$ cat config.mk
export PLATFORM = sky130hd
export DESIGN_NAME = bit_serial_subtractor
export DESIGN_NICKNAME = d
export VERILOG_FILES = /design/src/rtl/bit_serial_subtractor_pkg.sv /design/src/rtl/fullSubtractor.sv /design/src/rtl/bit_serial_subtractor.sv
export SDC_FILE = /design/constraint.sdc
export NUM_CORES = 1
export LEC_CHECK = 0
export BUFFER_PORTS_ARGS = -buffer_cell sky130_fd_sc_hd__buf_2
export CAP_MARGIN = 20
export CORE_ASPECT_RATIO = 0.75
export CORE_UTILIZATION = 50
export CTS_BUF_LIST = sky130_fd_sc_hd__clkbuf_8
export CTS_CLUSTER_DIAMETER = 60
export DETAILED_ROUTE_END_ITERATION = 10
export PLACE_DENSITY = 0.85
export SLEW_MARGIN = 40
export SYNTH_ARGS = -nofsm -noshare
export SYNTH_HDL_FRONTEND = slang
export SYNTH_SLANG_ARGS = --single-unit
$ cat constraint.sdc
create_clock -name clk -period 1.45 [get_ports clk]
set_input_delay 0.29 -clock clk [delete_from_list [all_inputs] [get_ports clk]]
set_output_delay 0.29 -clock clk [all_outputs]
set_load 0.005 [all_outputs]
$ cat src/rtl/bit_serial_subtractor_pkg.sv
// Shared definitions for the bit-serial subtractor: FSM encoding, default width, adder-family constants.
package bit_serial_subtractor_pkg;

  localparam int unsigned BSS_WIDTH_DEFAULT = 16;

  // FSM encoding kept as plain constants so legacy blocks can share it
  localparam int unsigned STATE_W = 2;
  localparam logic [1:0]  ST_IDLE = 2'd0;
  localparam logic [1:0]  ST_RUN  = 2'd1;
  localparam logic [1:0]  ST_DONE = 2'd2;

  // Adder-family constants: initial carry/borrow into the LSB stage
  localparam logic SUB_BORROW_INIT = 1'b0;

  // Result flags captured together at the end of an operation
  typedef struct packed {
    logic bout;
    logic ovf;
    logic zero;
  } sub_flags_t;

  localparam sub_flags_t SUB_FLAGS_RESET = '{bout: 1'b0, ovf: 1'b0, zero: 1'b1};

  // Signed overflow of a - b from the operand and result sign bits
  function automatic logic sub_ovf(input logic a_msb, input logic b_msb, input logic d_msb);
    return (a_msb != b_msb) && (d_msb != a_msb);
  endfunction

endpackage

$ cat src/rtl/fullSubtractor.sv
// One-bit full subtractor cell, the subtracting twin of the full adder cell.
module fullSubtractor (
  input  logic a,
  input  logic b,
  input  logic bin,
  output logic bout,
  output logic diff
);

  assign diff = a ^ b ^ bin;
  assign bout = (~a & b) | (~(a ^ b) & bin);

endmodule

$ cat src/rtl/bit_serial_subtractor.sv
// Bit-serial a - b: one bit per cycle, LSB first, with borrow/overflow/zero flags.
module bit_serial_subtractor
  import bit_serial_subtractor_pkg::*;
#(
  parameter int unsigned WIDTH = BSS_WIDTH_DEFAULT
) (
  input  logic             clk,
  input  logic             rst,
  input  logic             start,
  input  logic [WIDTH-1:0] a,
  input  logic [WIDTH-1:0] b,
  output logic             busy,
  output logic             done,
  output logic [WIDTH-1:0] diff,
  output logic             bout,
  output logic             ovf,
  output logic             zero
);

  localparam int unsigned      CNT_W    = $clog2(WIDTH + 1);
  localparam logic [CNT_W-1:0] CNT_LAST = CNT_W'(WIDTH - 1);

  logic [STATE_W-1:0] state_q, state_d;
  logic [WIDTH-1:0]   a_q, a_d;
  logic [WIDTH-1:0]   b_q, b_d;
  logic [WIDTH-1:0]   diff_q, diff_d;
  logic               a_msb_q, a_msb_d;
  logic               b_msb_q, b_msb_d;
  logic               borrow_q, borrow_d;
  logic [CNT_W-1:0]   cnt_q, cnt_d;
  logic               busy_q, busy_d;
  logic               done_q, done_d;
  sub_flags_t         flags_q, flags_d;

  logic               stage_diff;
  logic               stage_bout;
  logic [WIDTH-1:0]   diff_shift;
  logic               accept;

  fullSubtractor u_stage (
    .a    (a_q[0]),
    .b    (b_q[0]),
    .bin  (borrow_q),
    .bout (stage_bout),
    .diff (stage_diff)
  );

  assign diff_shift = {stage_diff, diff_q[WIDTH-1:1]};
  assign accept     = start && ((state_q == ST_IDLE) || (state_q == ST_DONE));

  // Next-state logic: start is honoured in IDLE and DONE, ignored in RUN
  always_comb begin
    state_d = state_q;
    case (state_q)
      ST_IDLE, ST_DONE: state_d = start ? ST_RUN : ST_IDLE;
      ST_RUN:           if (cnt_q == CNT_LAST) state_d = ST_DONE;
      default:          state_d = ST_IDLE;
    endcase
  end

  // Datapath next values: load on accept, shift one bit per RUN cycle, capture flags on the last bit
  always_comb begin
    a_d      = a_q;
    b_d      = b_q;
    diff_d   = diff_q;
    a_msb_d  = a_msb_q;
    b_msb_d  = b_msb_q;
    borrow_d = borrow_q;
    cnt_d    = cnt_q;
    flags_d  = flags_q;
    busy_d   = (state_d == ST_RUN);
    done_d   = (state_d == ST_DONE);

    if (accept) begin
      a_d      = a;
      b_d      = b;
      a_msb_d  = a[WIDTH-1];
      b_msb_d  = b[WIDTH-1];
      borrow_d = SUB_BORROW_INIT;
      cnt_d    = '0;
    end else if (state_q == ST_RUN) begin
      a_d      = {1'b0, a_q[WIDTH-1:1]};
      b_d      = {1'b0, b_q[WIDTH-1:1]};
      diff_d   = diff_shift;
      borrow_d = stage_bout;
      cnt_d    = cnt_q + CNT_W'(1);
      if (cnt_q == CNT_LAST) begin
        flags_d.bout = stage_bout;
        flags_d.ovf  = sub_ovf(a_msb_q, b_msb_q, stage_diff);
        flags_d.zero = (diff_shift == '0);
      end
    end
  end

  // State and datapath registers with synchronous reset
  always_ff @(posedge clk) begin
    if (rst) begin
      state_q  <= ST_IDLE;
      a_q      <= '0;
      b_q      <= '0;
      diff_q   <= '0;
      a_msb_q  <= 1'b0;
      b_msb_q  <= 1'b0;
      borrow_q <= 1'b0;
      cnt_q    <= '0;
      busy_q   <= 1'b0;
      done_q   <= 1'b0;
      flags_q  <= SUB_FLAGS_RESET;
    end else begin
      state_q  <= state_d;
      a_q      <= a_d;
      b_q      <= b_d;
      diff_q   <= diff_d;
      a_msb_q  <= a_msb_d;
      b_msb_q  <= b_msb_d;
      borrow_q <= borrow_d;
      cnt_q    <= cnt_d;
      busy_q   <= busy_d;
      done_q   <= done_d;
      flags_q  <= flags_d;
    end
  end

  assign busy = busy_q;
  assign done = done_q;
  assign diff = diff_q;
  assign bout = flags_q.bout;
  assign ovf  = flags_q.ovf;
  assign zero = flags_q.zero;

endmodule

======== Yosys cells after proc, flatten, opt, wreduce, memory -nomap -nowiden ========
Cells that the tools add are included.
word-level totals
  input port bits ......................... 35
  register bits ........................... 63
operators by class
  eq/ne operators ......................... 7
  add/subtract/negate cells ............... 1
  mux-type cells .......................... 7
  bitwise operators ....................... 8
  reduce and logical (&&, ||, !) cells .... 10
operator list
  kind                                                  number
  2-to-1 mux 16 bit                                     4
  logical NOT 16 bit                                    1
  adder 5 x 1 -> 5 bit (second input constant)          1
  equality test 5 x 4 -> 1 bit (second input constant)  1
  equality test 2 x 1 -> 1 bit (second input constant)  2
  equality test 2 bit (second input constant)           2
  case mux 2 bit (2 select lines)                       1
  OR reduction 2 bit                                    2
  inverter 1 bit                                        3
  AND reduction 3 bit                                   1
  AND 1 bit                                             2
  logical AND 1 bit                                     2
  logical NOT 2 bit                                     1
  2-to-1 mux 2 bit                                      1
  inequality test 1 bit                                 2
  AND reduction 2 bit                                   1
  nonzero test 2 bit                                    1
  bitwise XOR 1 bit                                     2
  logical OR 1 bit                                      1
  2-to-1 mux 1 bit                                      1
  bitwise OR 1 bit                                      1

======== Logic depth before layout (Yosys ltp) ========
  word-level depth ........................ 5
  depth in mapped cells ................... 6
  depth with buffers taken out ............ 6

======== Hierarchy ========
From an unflattened synthesis, not the netlist that was laid out.
second synthesis, totals
  cell total of the unflattened synthesis .. 315
  area, all modules ....................... 2,727.6 um^2
by module, submodules not included
  module                 instances  cells each  area an instance (um^2)  sequential area each (um^2)
  bit_serial_subtractor  1          311         2,696.3                  1,261.2
  fullSubtractor         1          4           31.3                     0.0

======== Worst setup path before layout ========
OpenSTA, ideal clock, no wires.
  path type ............................... register to register
  start point ............................. register cnt_q[0]
  end point ............................... register flags_q (netlist bit ovf)
  setup slack ............................. 48 ps
  setup time .............................. 132 ps
  arrival time ............................ 1,270 ps
  buffers on the path ..................... 0
  stages on the path, launching flop included .. 7
  clock period less this slack ............ 1,402 ps
  required time ........................... 1,318 ps
  cell sequence ........................... dfxtp_1 > ha_1 > and3_1 > ha_1 > nand3b_1 > a221oi_1 > nor3_1
between the ends
  longest elaborated chain between the ends .. 2
RTL lines
  element                        line                          source
  start: declaration             bit_serial_subtractor.sv:30   logic [CNT_W-1:0] cnt_q, cnt_d;
  start signal: assignment       bit_serial_subtractor.sv:117  cnt_q <= cnt_d;
  equality test 5 x 4 -> 1 bit   bit_serial_subtractor.sv:87   if (cnt_q == CNT_LAST) begin
  AND reduction 3 bit (no line)  n/a
  end signal: assignment         bit_serial_subtractor.sv:120  flags_q <= flags_d;
  end: declaration               bit_serial_subtractor.sv:33   sub_flags_t flags_q, flags_d;
Every way passes these cells.
A chain may end at the register's enable or synchronous reset.

======== Worst setup path after layout ========
  start point ............................. register borrow_q
  end point ............................... register flags_q (netlist bit ovf)
between the ends
  longest elaborated chain between the ends .. 3
RTL lines
  element                   line                             source
  start: declaration        bit_serial_subtractor.sv:29      logic borrow_q, borrow_d;
  start signal: assignment  bit_serial_subtractor.sv:116     borrow_q <= borrow_d;
  bitwise XOR 1 bit         fullSubtractor.sv:10             assign diff = a ^ b ^ bin;
  named net stage_diff      bit_serial_subtractor.sv:35      logic stage_diff;
  inequality test 1 bit     bit_serial_subtractor_pkg.sv:26  return (a_msb != b_msb) && (d_msb != a_msb);
  logical AND 1 bit         bit_serial_subtractor_pkg.sv:26
The timed path passes the listed nets, and every way through them passes these cells.

==> results by group <==
CTS
  • Clk sinks: 63
  • CTS tree: yes
  • Root buffer cell: clkbuf_8
  • Worst-path clk slew: 70 ps
  • Htree depth: 3
  • Clock Path Buffers: 2
  • Clk Latency, worst-skew pair: 350 ps
  • CTS Hold Bufs: 0
  • CTS Buf Count: 9

Setup path
  • R2R Setup Slk: 20 ps
  • CP arrival: 1660 ps
  • Worst Setup Path Type: reg2reg
  • Reg-to-reg critical path endpoint: ovf
  • Critical path required time: 1680 ps
  • Cells on worst reg2reg path: 5
  • CP endpoint kind: flop
  • Critical path startpoint category: flop
  • Crit Path Max Fanout: 3
  • Origin of the critical flop-to-flop path: borrow_q

Global route
  • First-pass GRT wire length: 9800 um
  • GRT Overall Usage: 0.234
  • Pin count of the biggest net entering global routing: 33
  • Vias in the first global route: 2101
  • Overflow left after global routing: 0
  • Antenna violations before repair: 0

STA
  • RSZ-0062 raised after global routing: true
  • Worst slew pin tran: 365 ps
  • Final min period: 1430 ps
  • Fmax achieved: 700 MHz
  • Endpoints failing hold: 0
  • Setup Viol. Count Final: 0
  • Period utilisation layout: 0.985
  • Final setup TNS: 0 ps
  • Number of max-slew violations in the final report: 0
  • Final Skew: 7.77 ps
  • Worst rel slew slack: 0.755

Hold path
  • Worst hold-check path type: in2reg
  • Hold Crit Endpoint: a_q[15]
  • Hold_sp: a[15]
  • Hold depth: 3

Synthesis
  • Number of flops mapped to enable cells by yosys: 0
  • Mapped Area: 0.00254 mm2
  • Yosys warnings: 0
  • Area fraction of the dominant cell type after synthesis: 0.496
  • Most frequent cell after synthesis: dfxtp_1
  • Synth area leaders: dfxtp_1 (50%), nand2_1 (8.3%), nor3_1 (6.9%)
  • Syn_nets: 330
  • Avg Cell Area, Syn: 8.71 um2
  • Synth unique cells: 32
  • Synthesis-stage register bit count: 63
  • Post-synthesis sequential area ratio: 0.496
  • Async SR Flop Fraction: 0
  • Synth area leader: dfxtp_1
  • Ys flop type: dfxtp_1
  • Post-synthesis cell count: 292
  • Synth top cells by count: dfxtp_1 (63), nand2_1 (56), nor3_1 (35)

Final layout
  • Ant diodes: 0
  • Layout Nets: 388
  • Register Area: 0.00126 mm2
  • Area growth, synth to finish: 23.1%
  • Layout cell share with drive strength beyond 1: 0.290
  • # fillers: 422
  • Finished Core Util: 0.639
  • Multi-input gate area: 0.00113 mm2

Floorplan
  • Die H: 63.8 um
  • Core ar.: 0.00490 mm2
  • Initial core utilization: 0.519
  • Rows: 22
  • IO Count: 56
  • Chip Width: 84.3 um
  • Die area: 0.00538 mm2

Detailed routing
  • Via total after detailed routing: 2312
  • Avg Vias per Cell: 5.57
  • # DRC: 5
  • Avg WL per Cell: 14.0 um
  • Antenna-violating nets left: 0
  • TritonRoute pass-1 iters: 7
  • Wirelength, routed: 5820 um
  • DR iter-0 viols: 208

Power
  • Pwr dens: 1250 mW/mm2
  • Peak supply drop: 0.743 mV
  • Lkg Pwr: 1.26 nW

Flow run
  • Maxcap violations: 0

Run status
  • Failing checks: DRC
  • Status: complete, but fails checks

Place
  • Post-DP HPWL: 3770 um
  • Number of port buffers: 55
  • Routability cong.: 0.757
-- worst max-delay path, stage by stage, from the launching register on --
cell and delay (ps):
dfxtp_2 330, inv_2 40, fa_2 610, nor2_2 50, a221oi_2 220, nor3_1 70
-- cells in the final DEF, fill, tap and decap left out, types with 2 or more instances in the layout --
cell type	synthesis	routed
nor2b_1	2	2
nor4_1	4	3
o22ai_1	18	18
a22oi_1	3	3
a311oi_2	6	7
dfxtp_1	63	61
a311oi_1	5	4
nand3_1	6	6
nor3_1	35	35
buf_2	9	55
clkbuf_8	0	10
buf_4	3	12
a21oi_1	28	28
inv_1	3	5
nor2_1	18	17
buf_12	0	4
a211oi_1	2	2
nand2_1	56	56
nand3b_1	2	2
dfxtp_2	0	2
-- power by group --
group	internal [mW]	switching (mW)	leakage, nW
clock	0.818	0.646	0.106
sequential	1.83	0.0613	0.517
combinational	0.245	0.295	0.634
-- registers in the layout, indices dropped and copies added (netlist names) --
| signal | flops |
|---|---|
| busy | 1 |
| diff | 16 |
| cnt_q | 5 |
| zero | 1 |
| bout | 1 |
| borrow_q | 1 |
| done | 1 |
| a_q | 16 |
| ovf | 1 |
| a_msb_q | 1 |
| b_msb_q | 1 |
| state_q | 2 |
| b_q | 16 |
-- layout make-up --
cell class | instances | area share
well taps | 60 | 0.0240
inverters | 3 | 0.00360
clock buffers | 10 | 0.0440
multi-input cells | 201 | 0.361
repair buffers | 72 | 0.146
clock inverters | 6 | 0.0172
flip-flops and latches | 63 | 0.404
-- metrics by stage --
stage	setup slack, ps	hold slack (ps)	std cells	cell area, um2	power (mW)
final	21.4	229	415	3130	3.90
after global routing	-55.4	229	415	3130	4.07
after CTS	1.31	220	413	3090	3.88
after detailed placement	-25.0	446	397	2880	2.42
after global placement	49.6	442	397	2880	2.41
after floorplan	48.2	445	292	2540	2.28
-- worst max path at each step --
stage,end,cells after the start,start
finish,ovf,5,borrow_q
global route,ovf,5,borrow_q
CTS,zero,6,cnt_q[1]
detailed placement,ovf,6,cnt_q[1]
global placement,ovf,5,b_q[0]
floorplan,ovf,6,cnt_q[0]
-- repair_timing --
action	in CTS	in global routing
setup buffers	0	2
setup endpoints to repair	2	6
pin swaps	0	4
resized for setup	4	9
-- per-layer routing --
layer	GRT usage	routed length, um
met1	0.289	2690
met2	0.380	2700
met3	0.0930	337
met4	0.0699	89
met5	0	0
-- cells by family (layout without fill, tap and decap cells) --
| kind of cell | after synthesis | after routing | synth area share |
|---|---|---|---|
| XOR/XNOR | 2 | 2 | 0.00689 |
| buffers and inverters | 28 | 91 | 0.0738 |
| flip-flops | 63 | 63 | 0.496 |
| adder cells (fa/ha/maj) | 3 | 3 | 0.0177 |
| AO/OA/AOI/OAI | 66 | 66 | 0.177 |
| AND/OR/NAND/NOR | 130 | 130 | 0.228 |
(Power assumes the default switching activity.)
